<file path="config.mk">
export PLATFORM = sky130hd
export DESIGN_NAME = qchannel_clk_ctrl
export DESIGN_NICKNAME = d
export VERILOG_FILES = /design/src/rtl/qch_pkg.sv /design/src/rtl/qch_idle_timer.sv /design/src/rtl/qchannel_clk_ctrl.sv
export SDC_FILE = /design/constraint.sdc
export NUM_CORES = 1
export LEC_CHECK = 0
export BUFFER_PORTS_ARGS = -buffer_cell sky130_fd_sc_hd__buf_2
export CAP_MARGIN = 30
export CORE_MARGIN = 3
export CORE_UTILIZATION = 39
export CTS_BUF_LIST = sky130_fd_sc_hd__clkbuf_16
export CTS_CLUSTER_SIZE = 28
export DETAILED_ROUTE_END_ITERATION = 10
export PLACE_DENSITY = 0.67
export RECOVER_POWER = 100
export SYNTH_ARGS = -nofsm -noshare
export SYNTH_HDL_FRONTEND = slang
export SYNTH_SLANG_ARGS = --single-unit
</file>
<file path="constraint.sdc">
create_clock -name clk_in -period 3.4 [get_ports clk_in]
set_clock_uncertainty 0.1 [all_clocks]
set_input_delay 0.34 -clock clk_in [delete_from_list [all_inputs] [get_ports clk_in]]
set_output_delay 0.34 -clock clk_in [all_outputs]
set_load 0.01 [all_outputs]
</file>
<file path="src/rtl/qch_pkg.sv">
// Shared types and widths for the Q-channel clock controller.
package qch_pkg;

  localparam int unsigned IDLE_CNT_W = 8;
  localparam int unsigned WAKE_CNT_W = 4;

  typedef enum logic [2:0] {
    RUN,
    REQUEST,
    STOPPED,
    WAKE,
    EXIT,
    DENIED
  } qch_state_e;

endpackage

</file>
<file path="src/rtl/qch_idle_timer.sv">
// Saturating count of consecutive idle cycles.
// Flags the tick that completes the idle window.
module qch_idle_timer
  import qch_pkg::*;
#(
  parameter int unsigned IDLE_CYCLES = 16
) (
  input  logic clk_i,
  input  logic rst_i,
  input  logic clear_i,
  input  logic tick_i,
  output logic expired_c_o
);

  localparam logic [IDLE_CNT_W-1:0] EXPIRE_AT = IDLE_CNT_W'(IDLE_CYCLES - 1);

  logic [IDLE_CNT_W-1:0] cnt_q;
  logic [IDLE_CNT_W-1:0] cnt_d;

  always_comb begin
    cnt_d = cnt_q;
    if (clear_i) begin
      cnt_d = '0;
    end else if (tick_i && (cnt_q != '1)) begin
      cnt_d = cnt_q + 1'b1;
    end
  end

  // Combinational so the request can issue on the edge that samples the last idle cycle.
  assign expired_c_o = tick_i && (cnt_q >= EXPIRE_AT);

  always_ff @(posedge clk_i) begin
    if (rst_i) begin
      cnt_q <= '0;
    end else begin
      cnt_q <= cnt_d;
    end
  end

endmodule

</file>
<file path="src/rtl/qchannel_clk_ctrl.sv">
// Q-channel controller: requests quiescence after an idle window and
// drives the external clock-gate enable through the handshake.
module qchannel_clk_ctrl
  import qch_pkg::*;
#(
  parameter int unsigned IDLE_CYCLES = 16,
  parameter int unsigned WAKE_CYCLES = 2
) (
  input  logic clk_in,
  input  logic rst_in,
  input  logic enable_in,
  input  logic qactive_in,
  input  logic qacceptn_in,
  input  logic qdeny_in,
  output logic qreqn_out,
  output logic clk_en_out,
  output logic stopped_out,
  output logic proto_err_out
);

  localparam logic [WAKE_CNT_W-1:0] WAKE_LAST = WAKE_CNT_W'(WAKE_CYCLES - 1);

  qch_state_e            state_q, state_d;
  logic [WAKE_CNT_W-1:0] wake_q, wake_d;
  logic                  qreqn_q, qreqn_d;
  logic                  clk_en_q, clk_en_d;
  logic                  stopped_q, stopped_d;
  logic                  err_q, err_d;
  logic                  tick_c;
  logic                  expired_c;

  assign tick_c = (state_q == RUN) && !qactive_in && enable_in;

  qch_idle_timer #(
    .IDLE_CYCLES (IDLE_CYCLES)
  ) u_idle_timer (
    .clk_i       (clk_in),
    .rst_i       (rst_in),
    .clear_i     (!tick_c),
    .tick_i      (tick_c),
    .expired_c_o (expired_c)
  );

  always_comb begin
    state_d   = state_q;
    wake_d    = wake_q;
    err_d     = 1'b0;
    qreqn_d   = 1'b1;
    clk_en_d  = 1'b1;
    stopped_d = 1'b0;
    case (state_q)
      RUN: begin
        err_d = !qacceptn_in;
        if (expired_c) state_d = REQUEST;
      end
      REQUEST: begin
        // Deny takes priority over a simultaneous accept.
        if (qdeny_in) begin
          state_d = DENIED;
          err_d   = !qacceptn_in;
        end else if (!qacceptn_in) begin
          state_d = STOPPED;
        end
      end
      STOPPED: begin
        err_d = qdeny_in;
        if (qactive_in || !enable_in) begin
          state_d = WAKE;
          wake_d  = '0;
        end
      end
      WAKE: begin
        err_d = qdeny_in;
        if (wake_q == WAKE_LAST) state_d = EXIT;
        else                     wake_d  = wake_q + 1'b1;
      end
      EXIT: begin
        err_d = qdeny_in;
        if (qacceptn_in) state_d = RUN;
      end
      DENIED: begin
        if (!qdeny_in) state_d = RUN;
      end
      default: state_d = RUN;
    endcase
    // Outputs are registered from the next state so they track state_q exactly.
    qreqn_d   = (state_d == RUN) || (state_d == EXIT) || (state_d == DENIED);
    clk_en_d  = (state_d != STOPPED);
    stopped_d = (state_d == STOPPED);
  end

  always_ff @(posedge clk_in) begin
    if (rst_in) begin
      state_q   <= RUN;
      wake_q    <= '0;
      qreqn_q   <= 1'b1;
      clk_en_q  <= 1'b1;
      stopped_q <= 1'b0;
      err_q     <= 1'b0;
    end else begin
      state_q   <= state_d;
      wake_q    <= wake_d;
      qreqn_q   <= qreqn_d;
      clk_en_q  <= clk_en_d;
      stopped_q <= stopped_d;
      err_q     <= err_d;
    end
  end

  assign qreqn_out     = qreqn_q;
  assign clk_en_out    = clk_en_q;
  assign stopped_out   = stopped_q;
  assign proto_err_out = err_q;

endmodule

</file>
* Yosys cells after proc, flatten, opt, wreduce, memory -nomap -nowiden
Cells that the tools add are included.
W data, S select, Z words.
** Word-level totals
- Output and inout bits :: 4
- Bits in registers :: 19
- Input bits :: 6
- Logic and storage cells :: 53
** Operators by class
- Order comparisons :: 1
- Bitwise gates (word level) :: 1
- Reduce and logical (&&, ||, !) cells :: 16
- Equal/unequal tests :: 13
- Mux-type cells :: 13
- $add $sub $neg :: 2
** Operator list (count)
- $mux W3 :: 7
- $pmux W3 S6 :: 1
- $eq A3 B3 Y1 const B :: 4
- $eq A3 B2 Y1 const B :: 3
- $add A8 B1 Y8 const B :: 1
- $ge A8 B4 Y1 const B :: 1
- $mux W4 :: 2
- $ne A8 B8 Y1 const B :: 1
- $pmux W4 S2 :: 1
- $logic_not A3 Y1 :: 2
- $add A4 B1 Y4 const B :: 1
- $eq A4 B1 Y1 const B :: 1
- $logic_and A1 B1 Y1 :: 4
- $ne A2 B2 Y1 const B :: 2
- $eq A3 B1 Y1 const B :: 1
- $logic_not A1 Y1 :: 3
- $logic_or A1 B1 Y1 :: 3
- $ne A3 B2 Y1 const B :: 1
- $pmux W1 S3 :: 1
- $reduce_and A3 Y1 :: 1
- $reduce_or A3 Y1 :: 1
- $reduce_bool A2 Y1 :: 1
- $reduce_or A2 Y1 :: 1
- $mux W1 :: 1
- $not A1 Y1 :: 1

* Logic depth before layout (Yosys ltp)
- Word-level depth :: 9
- Mapped depth :: 6

* By module
From an unflattened synthesis, not the netlist that was laid out.
** Second synthesis, totals
- Cells, all modules :: 110
- Area, all modules :: 999.7 um^2
** By module, submodules not included
- qchannel_clk_ctrl :: times used 1, seq. area each 220.2 um^2, area an instance 578.1 um^2, cells each 64
- qch_idle_timer :: times used 1, seq. area each 160.2 um^2, area an instance 421.7 um^2, cells each 46

* Least setup slack after synthesis
No wires, ideal clock.
- Path kind :: flip-flop to flip-flop
- Start :: register wake_q[0]
- End :: register stopped_q (netlist: stopped_out)
- Path slack :: 1746 ps
- Arrival time :: 1495 ps
- Clock period less this slack :: 1654 ps
- Setup time :: 59 ps
- Cell stages (with the launch flop) :: 6
- Buffers on the path :: 0
- Path through :: dfxtp_1 > ha_1 > or3b_2 > nand3_1 > and4_1 > and2_1
** On the way
- Cells in the longest elaborated chain, start to end :: 4
** Ends and longest elaborated chain
- start, declared :: RTL line qchannel_clk_ctrl.sv:24 : logic [WAKE_CNT_W-1:0] wake_q, wake_d;
- start signal, assigned :: RTL line qchannel_clk_ctrl.sv:102 : wake_q <= wake_d;
- $eq A4 B1 Y1 :: RTL line qchannel_clk_ctrl.sv:74 : if (wake_q == WAKE_LAST) state_d = EXIT;
- $mux W3 :: RTL line qchannel_clk_ctrl.sv:74
- $pmux W3 S6 :: RTL line qchannel_clk_ctrl.sv:51 : case (state_q)
- $eq A3 B2 Y1 :: RTL line qchannel_clk_ctrl.sv:89 : stopped_d = (state_d == STOPPED);
- end signal, assigned :: RTL line qchannel_clk_ctrl.sv:105 : stopped_q <= stopped_d;
- end, declared :: RTL line qchannel_clk_ctrl.sv:27 : logic stopped_q, stopped_d;
Every way passes these cells.
A chain may end at the register's enable or synchronous reset.

* Worst setup path in the final report
Same ends and word-level chain as after synthesis.

==> results.yml <==
power_and_ir_drop:
  vdd.ir_drop.worst_mv: 0.235
  seqPwrFrac: 0.471
  clockPowerShare: 0.495
  pwr-share-comb: 0.034
  p_int_w: 0.000387
  p_sw_w: 0.0000909
  power_density_nw_per_um2: 429
  power_leakage_nw: 0.402
  p_sw_frac: 0.190
place:
  numPortBuffers: 9
  gp_congestion: 0.861
  hpwl_mm: 1.42
synth:
  seq_area_frac_synth: 0.377
  async_reset_ff_frac: 0
  yosys.cell_types.count: 44
  syn_nets: 119
  synth_edf_count: 0
  ys_ff_latch: 19
  postSynthAreaPerCell_um2: 9.18
  yosys.area.top_type_share: 0.377
  synthCells: 110
  synth.area.top_cells: "dfxtp_1 (38%), a211oi_2 (3.7%), ha_1 (3.7%)"
  synth_top_cell_by_area: "dfxtp_1"
  synth_area_um2: 1010
  ys_warn_count: 0
  synth_ff_type: "dfxtp_1"
route:
  drt_iter0_markers: 17
  vias: 826
  drt.antenna.violating_nets: 0
  wl_mm: 1.90
  routed_via_density: 5.62
  drtPass1Iterations: 4
  route.detailed.drc: 0
  post_drt_wl_per_cell_um: 13.0
critical_path:
  start_kind: "flip-flop"
  worstReg2RegStart: "wake_q[0]"
  crit_path_cell_trace: "ha_1 > or3b_2 > nand3_1 > and4_1 > and2_1"
  worstPathMaxFanout: 7
  reg2reg_depth: 5
  r2r-end: "stopped_out"
  critPathMaxStageDelay_ps: 460
  worstPathRequired_ps: 3490
  crit_slowest_cell: "or3b_2"
  cp_data_arrival_time_ps: 1890
  worstSetupPathType: "reg -> reg"
  r2r_slack_ps: 1600
  cp-end-kind: "flip-flop"
clock_network:
  clk_pin_slew_ps: 50
  clk_path_buf_depth: 2
  root_buffer: "clkbuf_16"
  cts_hold_buffers: 0
  cts_sinks: 19
  cts_setup_buffers: 0
  h-tree-depth: 1
  clock_latency_ps: 250
  cts_tree: "done"
  cts_resized: 0
  cts_buffers: 3
floorplan:
  die_area_um2: 3240
  die_w_um: 56.9
  ios: 10
  placement_rows: 17
  start_util: 0.432
  core_area_um2: 2340
  die_h_um: 56.9
layout:
  layout.nets: 129
  drive_above_1_share: 0.143
  area_growth_pct: 10.4
  fin_util: 0.476
  num_antenna_cells: 0
worst_hold_path:
  worst_hold_path.num_cells: 2
  holdCritStartpoint: "rst_in"
  hold_path_end: "wake_q[0]"
  hold_path_class: "in -> reg"
global_routing:
  grt_pass1_wl_mm: 3.20
  antenna_found_initial: 0
  gr-total-overflow: 0
  grt_max_degree: 11
  grt_pass1_vias: 760
  grt.total_usage: 0.122
sta:
  tns_ps: 0
  tightestPinTransition_ps: 425
  period_needed_ps: 1800
  fmax_mhz: 555
  slew_violations: 0
  slew_headroom: 0.715
  period_share: 0.530
  rsz0062_at_grt: "false"
  finalHoldViolCount: 0
  setup_viol: 0
job:
  drv_cap: 0
run_status:
  status: "complete, no violations"
==> state kept, by name (all words and copies together) (netlist names) <==
signal and count:
u_idle_timer.cnt_q 8, wake_q 4, state_q 3, clk_en_out 1, proto_err_out 1, qreqn_out 1, stopped_out 1
==> area by class of cell <==
class,count,area [µm²]
clock buffer,3,75.1
sequential,19,380
tap,28,35.0
inverter,5,18.8
multi-input combinational,82,562
clock inverter,1,3.75
fill,232,1220
timing repair buffer,9,40.0
==> worst max path at each step <==
stage,startpoint,endpoint,slack [ps],depth (start not counted)
floorplan,wake_q[0],stopped_out,1750,5
global placement,wake_q[0],stopped_out,1680,5
detailed placement,wake_q[0],stopped_out,1620,5
CTS,wake_q[0],stopped_out,1600,5
global route,wake_q[0],stopped_out,1490,5
finish,wake_q[0],stopped_out,1600,5
==> through the flow <==
stage | cells | area, µm² | worst slack (ps) | hold slack (ps) | power, W
2_1_floorplan | 110 | 1010 | 1750 | 309 | 0.000241
3_3_place_gp | 143 | 1060 | 1680 | 380 | 0.000247
3_5_place_dp | 143 | 1060 | 1620 | 403 | 0.000247
4_1_cts | 147 | 1140 | 1600 | 235 | 0.000486
5_1_grt | 147 | 1110 | 1490 | 247 | 0.000496
6_report | 147 | 1110 | 1600 | 236 | 0.000478
==> routing by layer <==
| metal | vias to the layer above | wire length [µm] | global-route usage |
|---|---|---|---|
| met3 | 4 | 41 | 0.0276 |
| met4 | 0 | 25 | 0.0530 |
| li1 | 431 | - | - |
| met1 | 380 | 980 | 0.170 |
| met2 | 11 | 857 | 0.178 |
| met5 | - | 0 | 0 |
==> cell usage in the layout (no fill, tap or decap), types with 3 or more instances in the layout <==
cell type,n
dfxtp_1,19
nand2_1,9
nand3_1,7
inv_1,6
nor3_1,6
nor2_1,6
buf_2,5
a211oi_1,4
a21oi_1,4
clkbuf_1,4
or2_2,3
a31oi_1,3
mux2i_1,3
ha_1,3
clkbuf_16,3
==> synth_stat cells (all sizes together), types with 2 or more instances <==
master / instances
nand2: 9
xor2: 2
buf: 3
nor2: 6
nand2b: 2
or3b: 2
nand3: 7
dfxtp: 19
ha: 3
mux2i: 3
nor3: 6
and3: 2
and2b: 2
o31ai: 2
or3: 2
o211ai: 2
a31oi: 3
inv: 5
a21oi: 4
or2: 3
a211oi: 5
==> power by group through the flow <==
stage	clock, W	combinational (W)	sequential [W]
6_report	0.000237	0.0000162	0.000225
5_1_grt	0.000252	0.0000183	0.000225
4_1_cts	0.000243	0.0000174	0.000225
3_5_place_dp	0	0.0000173	0.000230
3_3_place_gp	0	0.0000170	0.000230
2_1_floorplan	0	0.0000105	0.000230
==> critical path: cells and delay by family, from the launching register on <==
| kind | cells | cell delay [ps] |
|---|---|---|
| adder cells (fa/ha/maj) | 1 | 190 |
| flip-flops | 1 | 380 |
| AND/OR/NAND/NOR | 4 | 1070 |
==> cells by family after synthesis <==
kind of cell | Yosys count | share of synthesized area
mux | 3 | 0.0297
simple gates | 49 | 0.289
xor+xnor | 2 | 0.0174
buf+inv | 9 | 0.0496
compound gates | 25 | 0.201
fa+ha+maj | 3 | 0.0372
flops | 19 | 0.377
No activity file was read; power rests on OpenSTA's default activity.
